===== config.mk =====
export PLATFORM = sky130hd
export DESIGN_NAME = cpu_pio_out_pulse
export DESIGN_NICKNAME = d
export VERILOG_FILES = /design/src/rtl/cpu_pio_out_pulse.sv
export SDC_FILE = /design/constraint.sdc
export NUM_CORES = 1
export LEC_CHECK = 0
export ABC_CLOCK_PERIOD_IN_PS = 5420
export BUFFER_PORTS_ARGS = -buffer_cell sky130_fd_sc_hd__buf_2
export CAP_MARGIN = 5
export CORE_ASPECT_RATIO = 0.7
export CORE_MARGIN = 2
export CORE_UTILIZATION = 60
export CTS_BUF_LIST = sky130_fd_sc_hd__clkbuf_8
export DETAILED_ROUTE_END_ITERATION = 8
export MAX_ROUTING_LAYER = met4
export PLACE_DENSITY = 0.85
export SLEW_MARGIN = 10
export SYNTH_ARGS = -nofsm -noshare
export SYNTH_HDL_FRONTEND = slang
export SYNTH_SLANG_ARGS = --single-unit

===== constraint.sdc =====
create_clock -name clk -period 5.42 [get_ports clk]
set_input_delay 0.813 -clock clk [delete_from_list [all_inputs] [get_ports clk]]
set_output_delay 0.813 -clock clk [all_outputs]
set_load 0.02 [all_outputs]

===== src/rtl/cpu_pio_out_pulse.sv =====
// Avalon-MM output PIO: CPU-writable data register with atomic set/clear and a
// timed one-shot pulse engine that inverts selected output bits for a programmable cycle count.
module cpu_pio_out_pulse #(
  parameter int unsigned      WIDTH       = 8,
  parameter int unsigned      PULSE_W     = 16,
  parameter logic [WIDTH-1:0] RESET_VALUE = '0
) (
  input  logic             clk,
  input  logic             reset_n,
  input  logic [2:0]       address,
  input  logic             chipselect,
  input  logic             write_n,
  input  logic [31:0]      writedata,
  output logic [31:0]      readdata,
  output logic [WIDTH-1:0] out_port
);

  localparam logic [2:0] AddrData   = 3'd0;
  localparam logic [2:0] AddrPlen   = 3'd1;
  localparam logic [2:0] AddrPulse  = 3'd2;
  localparam logic [2:0] AddrStatus = 3'd3;
  localparam logic [2:0] AddrOutSet = 3'd4;
  localparam logic [2:0] AddrOutClr = 3'd5;

  typedef enum logic [0:0] {StIdle, StActive} state_e;

  logic               wr;
  logic               start;
  logic               busy;
  logic [WIDTH-1:0]   wmask;
  logic [WIDTH-1:0]   data_q, data_d;
  logic [WIDTH-1:0]   mask_q, mask_d;
  logic [PULSE_W-1:0] plen_q, plen_d;
  logic [PULSE_W-1:0] cnt_q, cnt_d;
  logic [31:0]        rdata_q, rdata_d;
  state_e             state_q, state_d;
  logic               unused_wdata;

  assign wr           = chipselect & ~write_n;
  assign wmask        = writedata[WIDTH-1:0];
  assign unused_wdata = ^writedata;

  // A zero mask or zero length must leave the engine untouched, including a running pulse.
  assign start = wr && (address == AddrPulse) && (wmask != '0) && (plen_q != '0);

  // CPU-visible data and length registers
  always_comb begin
    data_d = data_q;
    plen_d = plen_q;
    if (wr) begin
      case (address)
        AddrData:   data_d = wmask;
        AddrPlen:   plen_d = writedata[PULSE_W-1:0];
        AddrOutSet: data_d = data_q | wmask;
        AddrOutClr: data_d = data_q & ~wmask;
        default:    ;
      endcase
    end
  end

  // Pulse engine: state register
  always_ff @(posedge clk or negedge reset_n) begin
    if (!reset_n) begin
      state_q <= StIdle;
      cnt_q   <= '0;
      mask_q  <= '0;
    end else begin
      state_q <= state_d;
      cnt_q   <= cnt_d;
      mask_q  <= mask_d;
    end
  end

  // Pulse engine: next state; a restart wins over decrement and expiry in the same cycle
  always_comb begin
    state_d = state_q;
    cnt_d   = cnt_q;
    mask_d  = mask_q;
    if (start) begin
      state_d = StActive;
      cnt_d   = plen_q;
      mask_d  = mask_q | wmask;
    end else begin
      unique case (state_q)
        StIdle: ;
        StActive: begin
          if (cnt_q == PULSE_W'(1)) begin
            state_d = StIdle;
            cnt_d   = '0;
            mask_d  = '0;
          end else begin
            cnt_d = cnt_q - PULSE_W'(1);
          end
        end
        default: ;
      endcase
    end
  end

  // Pulse engine: outputs, built only from registers so bus inputs cannot glitch out_port
  always_comb begin
    out_port = data_q ^ mask_q;
    busy     = (state_q == StActive);
  end

  // Read mux, sampled every cycle regardless of chipselect
  always_comb begin
    rdata_d = '0;
    case (address)
      AddrData:   rdata_d[WIDTH-1:0] = data_q;
      AddrPlen:   rdata_d[PULSE_W-1:0] = plen_q;
      AddrPulse:  rdata_d[WIDTH-1:0] = mask_q;
      AddrStatus: begin
        rdata_d[0]          = busy;
        rdata_d[16+:PULSE_W] = cnt_q;
      end
      default:    ;
    endcase
  end

  always_ff @(posedge clk or negedge reset_n) begin
    if (!reset_n) begin
      data_q  <= RESET_VALUE;
      plen_q  <= '0;
      rdata_q <= '0;
    end else begin
      data_q  <= data_d;
      plen_q  <= plen_d;
      rdata_q <= rdata_d;
    end
  end

  assign readdata = rdata_q;

  busy_matches_cnt: assert property (@(posedge clk) disable iff (!reset_n)
    (state_q == StActive) == (cnt_q != '0));

endmodule


==> metrics.md <==
| Metric | Value |
|---|---|
| Status | completed |
| Hpwl dp | about 5600 um |
| Die area | 6728 um^2 |
| Routed len/inst | approximately 19 um |
| Finished Core Util | 0.7223 |
| Post-CTS Setup Inserts | 0 |
| Die Ht | roughly 70 um |
| GR Overflow Total | 0 |
| Crit Path Max Fanout | 16 |
| Peak supply drop | approximately 0.21 mV |
| TritonCTS clock tree | done |
| Mapped Avg Cell Area | ~12 um^2 |
| Largest family of logic cells by synthesized area | simple AND/OR/NAND/NOR gates |
| Part of the power in registers | 0.491 |
| Crit path time final | 2915 ps |
| Routed WL | around 8300 um |
| TritonRoute pass-1 iters | 4 |
| Seq cells post-synth | 81 |
| Post-Synth Simple-Gate Area | 0.1482 |
| Cell Rows | 23 |
| Hold/Removal Path Class | reg -> reg |
| Area after DPL | ~4000 um^2 |
| Remaining routing DRC violations | 0 |
| Mapped Cells | 309 |
| Tcrit/Tclk final | 0.5378 |
| Synthesized area | approximately 3600 um^2 |
| Max-cap viol count | 0 |
| # setup viols final | 0 |
| Vias | roughly 2700 |
| Final Wtd Congestion | between 0.8 and 0.9 |
| IO Count | between 70 and 80 |
| Yosys top cell area share | 0.5557 |
| Clk sink count | 81 |
| Setup repair after global routing missed its margin | false |
| EDFF count, synth | 0 |
| Resize count post-CTS | 0 |
| IO buf count | 62 |
| Post-synthesis compound-gate area fraction | 0.1269 |
| Clock power frac | 0.226 |
| Post-route insts no fill | between 400 and 500 |
| H-tree depth | 3 |
| NumNets Final | roughly 410 |
| Proportion of layout cells with a drive suffix above 1 | 0.3046 |
| Dpl cells | 430 |
| Gate power share | 0.284 |
| Max_slew headroom | 0.3029 |
| Slew Limit Fails | 0 |
| Largest net degree at the start of global routing | 82 |
| CTS clk-pin slew, worst paths | 80 ps |
| YS warnings | 0 |
| Netlist cell types | 42 |
| WP data required | roughly 5700 ps |
| Root Driver | clkbuf_8 |
| Post-route ant nets | 0 |
| FMAX | approximately 0.34 GHz |
| Fraction of registers with async set/reset | 1.000 |
| CP arrival | approximately 3200 ps |
| Measured slew at the worst slew-check pin | ~1000 ps |
| Leak | about 2 nW |
| Setup crit end kind | flip-flop |
| Synthesized Nets | between 300 and 400 |
| Hold Vio Cnt, Final | 0 |
| Later-pin clock latency in the skew report | between 300 and 400 ps |
| Post-route cell area | between 4000 and 5000 um^2 |
| Synth area leader | dfrtp_1 |
| Antenna cells | 0 |
| Vias per std cell | a little over 6 |
| Total track usage | 0.2598 |
| Vias in the first global route | around 2500 |
| Power Density | roughly 430 nW/um^2 |
| Post-synthesis adder-cell area fraction | 0.006861 |
| Synth Area in XOR/XNOR | 0.01921 |
| Worst R2R Path Depth | 4 |
| Starting Density | 0.6305 |
| Switching Fraction | 0.3565 |
| Num CTS Buffers | 9 |
| Hold_buf cts | 0 |
| Antenna violations before repair | 0 |
| Fillers | between 400 and 500 |
| Core area | 5784 um^2 |
| DR iter-0 viols | between 200 and 300 |
| Post-synthesis mux area share | 0.1177 |
| Tot Pwr | 1.806 mW |
| Ys flop type | dfrtp_1 |
| Power Internal | about 1.2 mW |
| Type of origin of the critical path | flip-flop |
| P_sw | around 0.64 mW |
| Top cells by area, synth | dfrtp_1, mux2_2, and2_1 |
| Setup CP Type | reg -> reg |
| First-pass GRT wire length | roughly 13000 um |
| Seq/Total Area, Yosys | 0.5557 |
| Area growth, synth to finish | 14.55% |
| Hold Crit Depth | 1 |
| Final setup TNS | 0 ps |
| Clock buffer depth | 2 |
| Die W | roughly 100 um |
| Setup Skew | 9.845 ps |
[critical path, stage by stage, from the launching register on]
cell and delay [ps]:
dfrtp_1 430, or4_1 820, nor4_2 1000, o21ai_0 230, mux2_2 310
[synthesized netlist by cell type (all sizes together), types with 4 or more instances]
| master | number |
|---|---|
| clkbuf | 9 |
| buf | 7 |
| nor3 | 11 |
| o31ai | 5 |
| xor2 | 8 |
| nor4 | 9 |
| nor2 | 18 |
| or4 | 8 |
| mux2i | 8 |
| o41ai | 4 |
| mux2 | 29 |
| and2 | 25 |
| inv | 7 |
| a22o | 16 |
| a31oi | 8 |
| nand2b | 5 |
| o21ai | 17 |
| dfrtp | 81 |
[registers in the layout (all words and copies together) (netlist names)]
name	flops
cnt_q	16
plen_q	16
data_q	8
readdata	32
busy	1
mask_q	8
[cell usage in the layout (no fill, tap or decap), types with 2 or more instances in the layout]
cell,n
a2111o_1,2
a21oi_1,3
a22o_1,16
a31oi_1,8
and2_1,25
buf_2,61
clkbuf_8,11
clkinv_4,2
dfrtp_1,81
ha_1,2
inv_1,9
mux2_2,29
mux2i_1,8
nand2_1,3
nand2b_1,5
nor2_1,18
nor3_1,11
nor4_1,8
o21ai_0,17
o22ai_1,2
o2bb2ai_1,3
o31ai_1,5
o41ai_1,4
or3_1,2
or3b_2,3
or4_1,8
xor2_1,8
[cells by family after synthesis]
kind of cell	count (synthesis)
xor gates and xnor gates	8
buffers and inverters	23
muxes	38
and+or+nand+nor	92
DFF	81
AOI/OAI and AO/OA	65
adders and majority gates	2
[power by group through the flow]
| stage | Sequential [mW] | Combinational, mW | Clock [mW] |
|---|---|---|---|
| global route | 0.906 | 0.561 | 0.439 |
| global placement | 0.883 | 0.482 | 0 |
| finish | 0.886 | 0.513 | 0.407 |
| CTS | 0.880 | 0.509 | 0.410 |
| floorplan | 0.865 | 0.364 | 0 |
| detailed placement | 0.892 | 0.504 | 0 |
[layout make-up]
| type | count | area (um^2) | area share |
|---|---|---|---|
| flip-flops and latches | 81 | 2027 | 0.4852 |
| well taps | 75 | 93.84 | 0.02246 |
| clock inverters | 5 | 32.53 | 0.007787 |
| multi-input cells | 205 | 1534 | 0.3672 |
| inverters | 7 | 26.28 | 0.006289 |
| repair buffers | 62 | 312.8 | 0.07487 |
| clock buffers | 11 | 151.4 | 0.03624 |
[metrics by stage]
step | hold slack [ps] | worst slack (ps)
after floorplan | 468.0 | 2922
after global placement | 485.7 | 2688
after detailed placement | 494.6 | 2590
after CTS | 511.5 | 2566
after global routing | 547.8 | 2356
final | 507.7 | 2505
[per-layer routing]
layer / global-route usage / part of all wire / vias to the layer above
li1: - / - / 1251
met1: 0.3910 / 0.48 / 1358
met2: 0.3580 / 0.44 / 128
met3: 0.05645 / 0.076 / 10
met4: 0.07512 / 0.011 / 0
met5: - / 0 / -
[final timing paths]
check / from / to / slack, ps
worst max-delay path: cnt_q[4] / cnt_q[10] / 2510
worst min-delay path: cnt_q[14] / readdata[30] / 510
worst max register to register: cnt_q[4] / cnt_q[10] / 2510
worst min register to register: cnt_q[14] / readdata[30] / 510
max in group asynchronous: reset_n / readdata[29] / 4160
min in group asynchronous: reset_n / readdata[25] / 600
(Power assumes the default switching activity.)
